[config.mk]
export PLATFORM = sky130hd
export DESIGN_NAME = sync_fifo_unloader
export DESIGN_NICKNAME = d
export VERILOG_FILES = /design/src/rtl/sync_fifo_unloader.sv
export SDC_FILE = /design/constraint.sdc
export NUM_CORES = 1
export LEC_CHECK = 0
export BUFFER_PORTS_ARGS = -buffer_cell sky130_fd_sc_hd__buf_2
export CORE_ASPECT_RATIO = 1.4
export CORE_MARGIN = 10
export CORE_UTILIZATION = 40
export CTS_CLUSTER_SIZE = 14
export DETAILED_ROUTE_END_ITERATION = 16
export GPL_TIMING_DRIVEN = 1
export SLEW_MARGIN = 30
export SYNTH_ARGS = -nofsm -noshare
export SYNTH_HDL_FRONTEND = slang
export SYNTH_SLANG_ARGS = --single-unit
export TNS_END_PERCENT = 20
[constraint.sdc]
create_clock -name clock -period 5.65 [get_ports clock]
set_clock_uncertainty 0.05 [all_clocks]
set_input_delay 0.565 -clock clock [delete_from_list [all_inputs] [get_ports clock]]
set_output_delay 0.565 -clock clock [all_outputs]
set_load 0.1 [all_outputs]
[src/rtl/sync_fifo_unloader.sv]
// Read-side adapter for sync_fifo: pops through rdreq/q/empty and presents the
// words on a valid/ready stream through a 2-entry buffer, framing bursts with out_last.
module sync_fifo_unloader #(
    parameter int WIDTH     = 32,
    parameter int BURST_LEN = 8,
    parameter int BLOG2     = 3
) (
    input  logic             clock,
    input  logic             sclr_n,
    input  logic             enable,
    input  logic [WIDTH-1:0] fifo_q,
    input  logic             fifo_empty,
    output logic             fifo_rdreq,
    output logic [WIDTH-1:0] out_data,
    output logic             out_valid,
    output logic             out_last,
    input  logic             out_ready,
    output logic [BLOG2-1:0] beat_cnt,
    output logic             busy
);

    localparam logic [BLOG2-1:0] LAST_BEAT = BLOG2'(BURST_LEN - 1);

    if (BURST_LEN < 1 || BLOG2 < 1 || (1 << BLOG2) < BURST_LEN) begin : g_param_check
        $error("sync_fifo_unloader: BLOG2 too small for BURST_LEN");
    end

    logic [WIDTH-1:0] buf_mem [2];
    logic             wr_ptr;
    logic             rd_ptr;
    logic [1:0]       cnt;
    logic             inflight;
    logic             pop;
    logic [1:0]       occ_next;

    assign pop = out_valid & out_ready;

    // occ_next counts the in-flight word as already owning a slot, so a new
    // read is only issued when a slot is guaranteed free when its data lands.
    // NOTE: fifo_rdreq depends combinationally on out_ready; keeping it out of
    // a register is what allows the stream to sustain one word per cycle.
    always_comb begin
        occ_next   = cnt + {1'b0, inflight} - {1'b0, pop};
        fifo_rdreq = sclr_n & enable & ~fifo_empty & (occ_next < 2'd2);
    end

    // NOTE: the two buffer entries are reset so out_data reads zero after reset;
    // all sequential state uses non-blocking assignments.
    always_ff @(posedge clock) begin
        if (!sclr_n) begin
            cnt        <= 2'd0;
            inflight   <= 1'b0;
            wr_ptr     <= 1'b0;
            rd_ptr     <= 1'b0;
            beat_cnt   <= '0;
            buf_mem[0] <= '0;
            buf_mem[1] <= '0;
        end else begin
            inflight <= fifo_rdreq;
            cnt      <= occ_next;
            if (inflight) begin
                buf_mem[wr_ptr] <= fifo_q;
                wr_ptr          <= ~wr_ptr;
            end
            if (pop) begin
                rd_ptr   <= ~rd_ptr;
                beat_cnt <= out_last ? '0 : beat_cnt + BLOG2'(1);
            end
        end
    end

    assign out_valid = (cnt != 2'd0);
    assign out_data  = buf_mem[rd_ptr];
    assign out_last  = out_valid & (beat_cnt == LAST_BEAT);
    assign busy      = out_valid | inflight;

endmodule
==> flow_summary.yaml, run 1 <==
outcome:
  status: "finished, final reports clean"
grt:
  antenna_found_initial: 1
  grt_usage_pct: 10.7
  grt_pass1_vias: 2057
  grt_max_degree: 34
  grt_pass1_wl_um: 9920
  grt-ovfl-total: 0
clock_tree:
  postCtsHoldBufs: 0
  clock_latency_ns: 0.34
  htree_levels: 3
  cts_tree: "yes"
  clock-root-buffer: "clkbuf_8"
  clkSinkCount: 73
  numCtsBuffers: 9
  clk_pin_slew_ns: 0.07
  ctsResizeCount: 0
  post_cts_buffers: 0
  clockBufferDepth: 2
synth:
  syn_avg_cell_area_um2: 15.0
  yosysMostFrequentCell: "and2_1"
  synthArstFlopShare_pct: 0
  ys_seq_area_share_pct: 65.3
  ys_ff_latch: 73
  synth_cell_type_count: 25
  syn-cell-area_um2: 3220
  synth_common_cells: "67 x and2_1, 64 x edfxtp_1, 30 x mux2_2, 9 x dfxtp_1, 6 x buf_4"
  synth_edf_count: 64
  yosysTopAreaCellShare_pct: 59.7
  synthCells: 215
  synth_fp_nets: 256
  yosys.area.top_type: "edfxtp_1"
  synth.area.top_cells: "edfxtp_1 60%, and2_1 13%, mux2_2 11%"
  synth_ff_type: "edfxtp_1"
  synth-warning-count: 0
detailed_routing:
  postRouteAntennaNets: 0
  wl_um: 6140
  drt_first_pass_iters: 4
  routed_via_density: 4.61
  drc_errors: 0
  drt_iter0_markers: 48
  vias: 1827
  routedWlPerCell_um: 15.5
finish:
  final_util_pct: 50.1
  drive_above_1_share_pct: 43.4
  design_area_um2: 3910
  num-nets-final: 331
  syn_to_final_growth_pct: 21.5
  regArea_um2: 2100
  n_fill_cell: 722
  multi_input_area_um2: 1050
power:
  seqPwrFrac_pct: 35.7
  clkPwrFrac_pct: 22.8
  ir_drop_mv: 0.310
  leakage_nw: 1.66
  internal-power_mw: 1.07
  switching_share_pct: 45.2
  power_per_cell_area_nw_per_um2: 498
  pwr-share-comb_pct: 41.5
  p_sw_uw: 880
timing:
  fin_crit_sh_pct: 52.3
  max_slew_margin_pct: 46.1
  slew_viol_final: 0
  setup_viol: 0
  fmax_mhz: 338
  rsz0062_at_grt: "false"
  hold_viol: 0
  fin_tns_setup_ns: 0
  period_minus_slack_ns: 2.96
  worst_pin_slew_ns: 0.808
  whs_ns: 0.437
die:
  die_area_um2: 12100
  ios: 76
  floorplan.initialDensity_pct: 41.3
  rows: 38
  die_h_um: 126
  core-area_um2: 7800
  die_w_um: 95.8
placement:
  place_hpwl_um: 4190
  io_buffers: 75
  post_dp_cell_area_um2: 3680
  gp_congestion: 0.717
critical_path:
  worstPathMaxFanout: 6
  crit_arrival_ns: 2.34
  start_kind: "flip-flop"
  crit_type: "reg2out"
  end_kind: "output port"
  required_ns: 5.04
run:
  maxCapViolCount: 0
hold_path:
  hold_path.class: "reg2reg"
==> cell families after synthesis <==
logic type                 synth area share (%)
DFF                                        65.3
adders and majority gates                  1.56
muxes                                      12.8
xor gates and xnor gates                  0.972
AOI/OAI and AO/OA                         0.389
buffers and inverters                      2.57
and+or+nand+nor                            16.4
==> registers in the layout, indices dropped and copies added, names as in the netlist, named ones only <==
signal	cells
beat_cnt	3
buf_mem	64
cnt	2
inflight	1
rd_ptr	1
wr_ptr	1
==> power groups by stage <==
stage	Sequential [mW]	Clock (mW)	Combinational [mW]
after floorplan	0.695	0	0.714
after global placement	0.709	0	0.809
after detailed placement	0.711	0	0.817
after CTS	0.700	0.456	0.819
after global routing	0.705	0.481	0.842
final	0.696	0.444	0.808
==> final timing paths <==
path                             start        endpoint  slack (ns)  cells past startpoint
worst min register to register  rd_ptr       flip-flop        0.44                      2
worst max register to register  wr_ptr  buf_mem[1][11]        3.49                      2
worst max-delay path            cnt[0]      fifo_rdreq        2.69                      7
worst min-delay path            rd_ptr       flip-flop        0.44                      2
==> area by class of cell <==
| type | count | share of cell area, % |
|---|---|---|
| antenna | 1 | 0.0640 |
| timing repair buffer | 76 | 10.3 |
| multi-input combinational | 128 | 26.8 |
| sequential | 73 | 53.8 |
| tap | 100 | 3.20 |
| inverter | 2 | 0.192 |
| clock buffer | 11 | 3.62 |
| clock inverter | 5 | 2.05 |
==> stage by stage <==
step,cells,power (mW),setup slack (ns)
finish,396,1.95,2.69
global route,395,2.03,2.55
CTS,395,1.97,2.65
detailed placement,379,1.53,2.78
global placement,378,1.52,2.80
floorplan,215,1.41,2.43
==> worst max-delay path, stage by stage, from the launching register on <==
cell     delay (ns)
dfxtp_1        0.33
o21a_1         0.30
ha_1           0.32
inv_1          0.04
ha_1           0.17
xnor3_1        0.24
and4b_1        0.19
buf_2          0.42
==> routing by layer <==
metal	up-vias	global-route usage [%]	routed length, um
met1	864	10.8	2280
met5	-	0	0
met3	7	5.17	498
met4	0	4.35	89
li1	911	-	-
met2	45	18.4	3270
==> layout by cell type, fill, tap and decap left out <==
master	netlist	final
nor2b_1	1	1
dfxtp_1	9	8
o21ai_4	0	1
xor2_1	1	1
buf_16	0	1
or3_2	1	1
mux2_1	2	2
inv_1	2	2
edfxtp_1	64	64
nand2b_2	0	1
and4b_1	2	2
clkinv_2	0	1
mux2i_1	5	5
o21a_1	1	1
clkbuf_1	0	1
and3_2	1	1
bufinv_16	0	2
buf_2	2	75
nand3b_1	2	2
ha_1	4	4
xnor3_1	1	1
clkinvlp_4	0	2
or3b_1	1	1
dfxtp_2	0	1
mux2_2	30	30
or2_2	1	1
clkbuf_8	0	10
and2_1	67	67
and3b_2	1	1
diode_2	0	1
nand2_1	4	4
nand2b_1	2	1
Note: power is estimated with default switching activity, not from simulation.
==> run 2, diff against run 1 <==
==> constraint.sdc (replaced) <==
create_clock -name clock -period 2.6 [get_ports clock]
set_clock_uncertainty 0.05 [all_clocks]
set_input_delay 0.26 -clock clock [delete_from_list [all_inputs] [get_ports clock]]
set_output_delay 0.26 -clock clock [all_outputs]
set_load 0.1 [all_outputs]
==> flow_summary.yaml, run 2 (synthesized netlist as in run 1, its figures left out) <==
power:
  leakage_nw: 1.67
  seqPwrFrac_pct: 34.0
  power_per_cell_area_nw_per_um2: 1070
  clkPwrFrac_pct: 22.2
  p_sw_mw: 1.92
  p_total_mw: 4.22
  internal-power_mw: 2.31
  switching_share_pct: 45.4
  pwr-share-comb_pct: 43.8
  ir_drop_mv: 0.733
grt:
  grt-ovfl-total: 0
  grt_usage_pct: 10.9
  grt_max_degree: 33
  grt_pass1_vias: 2064
  antenna_found_initial: 1
  grt_pass1_wl_um: 10100
clock_tree:
  clockBufferDepth: 2
  cts_tree: "yes"
  ctsResizeCount: 0
  clock_latency_ns: 0.33
  clk_pin_slew_ns: 0.08
  clock-root-buffer: "clkbuf_8"
  numCtsBuffers: 9
  post_cts_buffers: 0
  postCtsHoldBufs: 0
  clkSinkCount: 73
  htree_levels: 3
finish:
  final_common_cell: "buf_2"
  regMostFlops: "buf_mem"
  num-nets-final: 334
  largest_reg_flops: 64
  reg.largest.list: "buf_mem (64), beat_cnt (3), cnt (2)"
  design_area_um2: 3940
  drive_above_1_share_pct: 44.0
  layout_common_cells: "74 x buf_2, 67 x and2_1, 64 x edfxtp_1"
  syn_to_final_growth_pct: 22.6
timing:
  fmax_mhz: 410
  fin_crit_sh_pct: 93.8
  worst_pin_slew_ns: 0.555
  max_slew_margin_pct: 63.0
  fin_tns_setup_ns: 0
  setup_viol: 0
  rsz0062_at_grt: "false"
  slew_viol_final: 0
  whs_ns: 0.162
  setup_slack_ns: 0.162
  hold_viol: 0
  period_minus_slack_ns: 2.44
die:
  die_w_um: 95.8
  rows: 38
  core-area_um2: 7800
  die_area_um2: 12100
  floorplan.initialDensity_pct: 41.3
  ios: 76
  die_h_um: 126
placement:
  post_dp_cell_area_um2: 3730
  place_hpwl_um: 4130
  pre_cts_ws_ns: 0.453
  io_buffers: 75
  gp_congestion: 0.677
critical_path:
  reg2reg_setup_slack_ns: 0.93
  critPathMaxStageDelay_ns: 0.33
  required_ns: 2.29
  start_kind: "flip-flop"
  worstPathMaxFanout: 6
  worst-path-buf-inv: 2
  cp_common_cell: "ha_1"
  crit_arrival_ns: 2.13
  slowest_stage: "dfxtp_1"
  cp_top_family: "adder cells"
  worstPathCellList: "o21a_2, ha_1, inv_1, ha_1, xnor3_1, and4b_1, buf_12"
  crit_type: "reg2out"
  end_kind: "output port"
detailed_routing:
  postRouteAntennaNets: 0
  routedWlPerCell_um: 15.5
  vias: 1861
  wl_um: 6190
  routed_via_density: 4.66
  drt_iter0_markers: 96
  drt_first_pass_iters: 4
  drc_errors: 0
hold_path:
  hold_path.class: "in2reg"
run:
  maxCapViolCount: 0
outcome:
  status: "finished, final reports clean"
-- run 2: cell count changes in the layout (fill, tap and decap cells not counted) --
cell / before / now
o21a_2: 0 / 1
buf_12: 0 / 3
clkbuf_8: 10 / 9
buf_2: 75 / 74
o21a_1: 1 / 0
buf_16: 1 / 0
buf_4: 0 / 2
clkbuf_1: 1 / 2
-- run 2: worst paths after layout --
kind / start / to / cells past startpoint
hold / removal: fifo_q[18] / buf_mem[0][18] / 2
setup reg to reg: cnt[0] / inflight / 6
hold reg to reg: rd_ptr / flip-flop / 2
setup / recovery: cnt[0] / fifo_rdreq / 7
-- run 2: worst reg2reg max path, cell delays in order, from the launching register on --
cell	delay (ns)
dfxtp_1	0.33
o21a_2	0.28
ha_1	0.29
inv_1	0.05
ha_1	0.13
xnor3_1	0.24
and4b_1	0.19
-- run 2: final cells by class --
class / instances / area, um2
Fill cell: 734 / 3850
Multi-Input combinational cell: 128 / 1050
Antenna cell: 1 / 2.50
Inverter: 2 / 7.51
Timing Repair Buffer: 79 / 445
Clock inverter: 5 / 80.1
Clock buffer: 11 / 131
Tap cell: 100 / 125
Sequential cell: 73 / 2100
-- run 2: per-stage QoR --
stage,util [%],instances
final,50.6,399
after CTS,50.5,398
after detailed placement,47.8,382
after global placement,47.8,382
after floorplan,-,215
after global routing,50.5,398
-- run 2: power by group through the flow --
stage	clock, mW	sequential [mW]	combinational, mW
after floorplan	0	1.51	1.55
after CTS	0.959	1.44	1.88
after detailed placement	0	1.46	1.87
final	0.938	1.43	1.85
after global placement	0	1.46	1.87
after global routing	1.01	1.45	1.93
-- run 2: metal layers --
metal | part of all wire (%) | vias up | track usage, %
met5 | 0 | - | 0
met4 | 1.1 | 0 | 3.92
met3 | 7.1 | 5 | 4.46
met2 | 53 | 44 | 18.7
met1 | 39 | 898 | 11.6
li1 | - | 914 | -
==> run 3, diff against run 2 <==
--- a/config.mk
+++ b/config.mk
@@ -5,6 +5,7 @@
 export SDC_FILE = /design/constraint.sdc
 export NUM_CORES = 1
 export LEC_CHECK = 0
+export ABC_AREA = 1
 export BUFFER_PORTS_ARGS = -buffer_cell sky130_fd_sc_hd__buf_2
 export CORE_ASPECT_RATIO = 1.4
 export CORE_MARGIN = 10
==> flow_summary.yaml, run 3 <==
outcome:
  status: "finished, final reports clean"
critical_path:
  worst-path-buf-inv: 3
  cp_top_family: "simple AND/OR/NAND/NOR gates"
  required_ns: 2.29
  end_kind: "output port"
  crit_type: "reg2out"
  slowest_stage: "dfxtp_1"
  crit_arrival_ns: 2.05
  worstPathCellList: "nor2_2, nor2_2, ha_1, inv_1, ha_1, inv_1, nand3_1, nand2_1, nor2_1, buf_6"
  critPathMaxStageDelay_ns: 0.39
  worstPathMaxFanout: 4
  start_kind: "flip-flop"
finish:
  reg.largest.list: "buf_mem (64), beat_cnt (3), cnt (2)"
  final_util_pct: 49.4
  final_common_cell: "nor2_1"
  drive_above_1_share_pct: 35.5
  num-nets-final: 399
  regMostFlops: "buf_mem"
  layout_common_cells: "78 x nor2_1, 74 x buf_2, 64 x edfxtp_1"
  largest_reg_flops: 64
  diodes: 0
  syn_to_final_growth_pct: 19.6
synth:
  syn_avg_cell_area_um2: 11.6
  synthSimpleGateAreaFrac_pct: 13.8
  yosysTopAreaCellShare_pct: 59.7
  synth.mux.area_fraction_pct: 11.4
  synth_xor_area_share_pct: 0
  synth_common_cells: "81 x nor2_1, 64 x edfxtp_1, 43 x inv_1, 30 x mux2_2, 24 x nand2_1"
  yosys.area.top_type: "edfxtp_1"
  syn-cell-area_um2: 3220
  synth.area.top_cells: "edfxtp_1 60%, mux2_2 10%, nor2_1 9.4%"
  synth_ff_type: "edfxtp_1"
  synth_cell_type_count: 15
  synthCells: 277
  synth_fp_nets: 318
  synthAdderAreaFrac_pct: 1.55
  synth-warning-count: 0
  synth_top_family_by_area: "simple AND/OR/NAND/NOR gates"
  synth_edf_count: 64
  synth_compound_area_share_pct: 0
  ys_ff_latch: 73
  ys_seq_area_share_pct: 65.3
  yosysMostFrequentCell: "nor2_1"
  synthArstFlopShare_pct: 0
detailed_routing:
  drc_errors: 0
  routedWlPerCell_um: 14.5
  drt_first_pass_iters: 4
  vias: 2135
  highest_layer: "met4"
  dr_wl_met2_um: 3400
  wl_met1_um: 2750
  drt_iter0_markers: 91
  routed_via_density: 4.61
  wl_um: 6690
  postRouteAntennaNets: 0
  wl_met3_um: 451
grt:
  grt_pass1_wl_um: 10700
  antenna_found_initial: 0
  grt_usage_pct: 11.7
  grt_pass1_vias: 2261
  grt_max_degree: 33
  grt-ovfl-total: 0
timing:
  slew_viol_final: 0
  hold_viol: 0
  fmax_mhz: 424
  period_minus_slack_ns: 2.36
  fin_tns_setup_ns: 0
  fin_crit_sh_pct: 90.8
  setup_viol: 0
  worst_pin_slew_ns: 0.496
  setup_slack_ns: 0.239
  rsz0062_at_grt: "false"
  max_slew_margin_pct: 67.1
clock_tree:
  htree_levels: 3
  postCtsHoldBufs: 0
  clkSinkCount: 73
  clk_pin_slew_ns: 0.07
  clockBufferDepth: 2
  post_cts_buffers: 0
  cts_tree: "yes"
  clock_latency_ns: 0.34
  numCtsBuffers: 9
  clock-root-buffer: "clkbuf_8"
hold_path:
  hold_path.class: "in2reg"
die:
  die_area_um2: 12100
  core-area_um2: 7800
  die_h_um: 126
  die_w_um: 95.8
  ios: 76
  floorplan.initialDensity_pct: 41.3
  rows: 38
placement:
  gp_congestion: 0.729
  pre_cts_ws_ns: 0.378
  place_hpwl_um: 4520
  io_buffers: 75
power:
  power_per_cell_area_nw_per_um2: 1050
  ir_drop_mv: 0.876
  leakage_nw: 1.82
  p_total_mw: 4.03
run:
  maxCapViolCount: 0
run 3: per-layer routing:
metal / vias to the layer above / global-route usage (%)
met3: 6 / 4.04
met5: - / 0
met2: 61 / 19.9
li1: 1058 / -
met1: 1010 / 12.5
met4: 0 / 5.22
run 3: through the flow:
step	hold WS [ns]	instance area [um2]	cells
CTS	0.117	3840	463
global placement	0.422	3690	447
global route	0.139	3850	463
finish	0.145	3850	463
floorplan	0.379	3220	277
detailed placement	0.430	3690	447
run 3: report_power, final:
group          total, mW  leakage, nW  switching (mW)  internal (mW)
sequential          1.46        0.737          0.0750           1.38
clock              0.707       0.0780           0.382          0.325
combinational       1.86         1.00            1.49          0.371
run 3: what timing repair did:
item                                    in CTS  in global routing
endpoints found under the hold margin        0                  0
pin swaps                                    0                  0
endpoints found under the setup margin       1                  1
gates resized for setup                      1                  3
run 3: area by class of cell:
type / count / area (um2)
Clock buffer: 9 / 124
Timing Repair Buffer: 81 / 439
Tap cell: 100 / 125
Multi-Input combinational cell: 150 / 871
Sequential cell: 73 / 2100
Fill cell: 746 / 3950
Inverter: 43 / 161
Clock inverter: 7 / 27.5
run 3: worst paths after layout:
path | start | to | slack, ns | cells after the start
setup / recovery | cnt[1] | fifo_rdreq | 0.24 | 10
hold / removal | fifo_empty | inflight | 0.15 | 3
setup reg to reg | cnt[0] | cnt[1] | 0.96 | 11
hold reg to reg | wr_ptr | wr_ptr | 0.44 | 2
run 3: worst register-to-register path, cell delays in order, from the launching register on:
cell,delay (ns)
dfxtp_1,0.33
nor2_2,0.18
nor2_2,0.08
ha_1,0.28
inv_1,0.04
ha_1,0.20
inv_1,0.09
nand2_1,0.08
nand2_1,0.07
nand2_1,0.04
nand2_1,0.05
nor2_1,0.03
run 3: cells by family after synthesis:
kind of cell  after synthesis
simple gates              114
flops                      73
buf+inv                    54
mux                        32
fa+ha+maj                   4
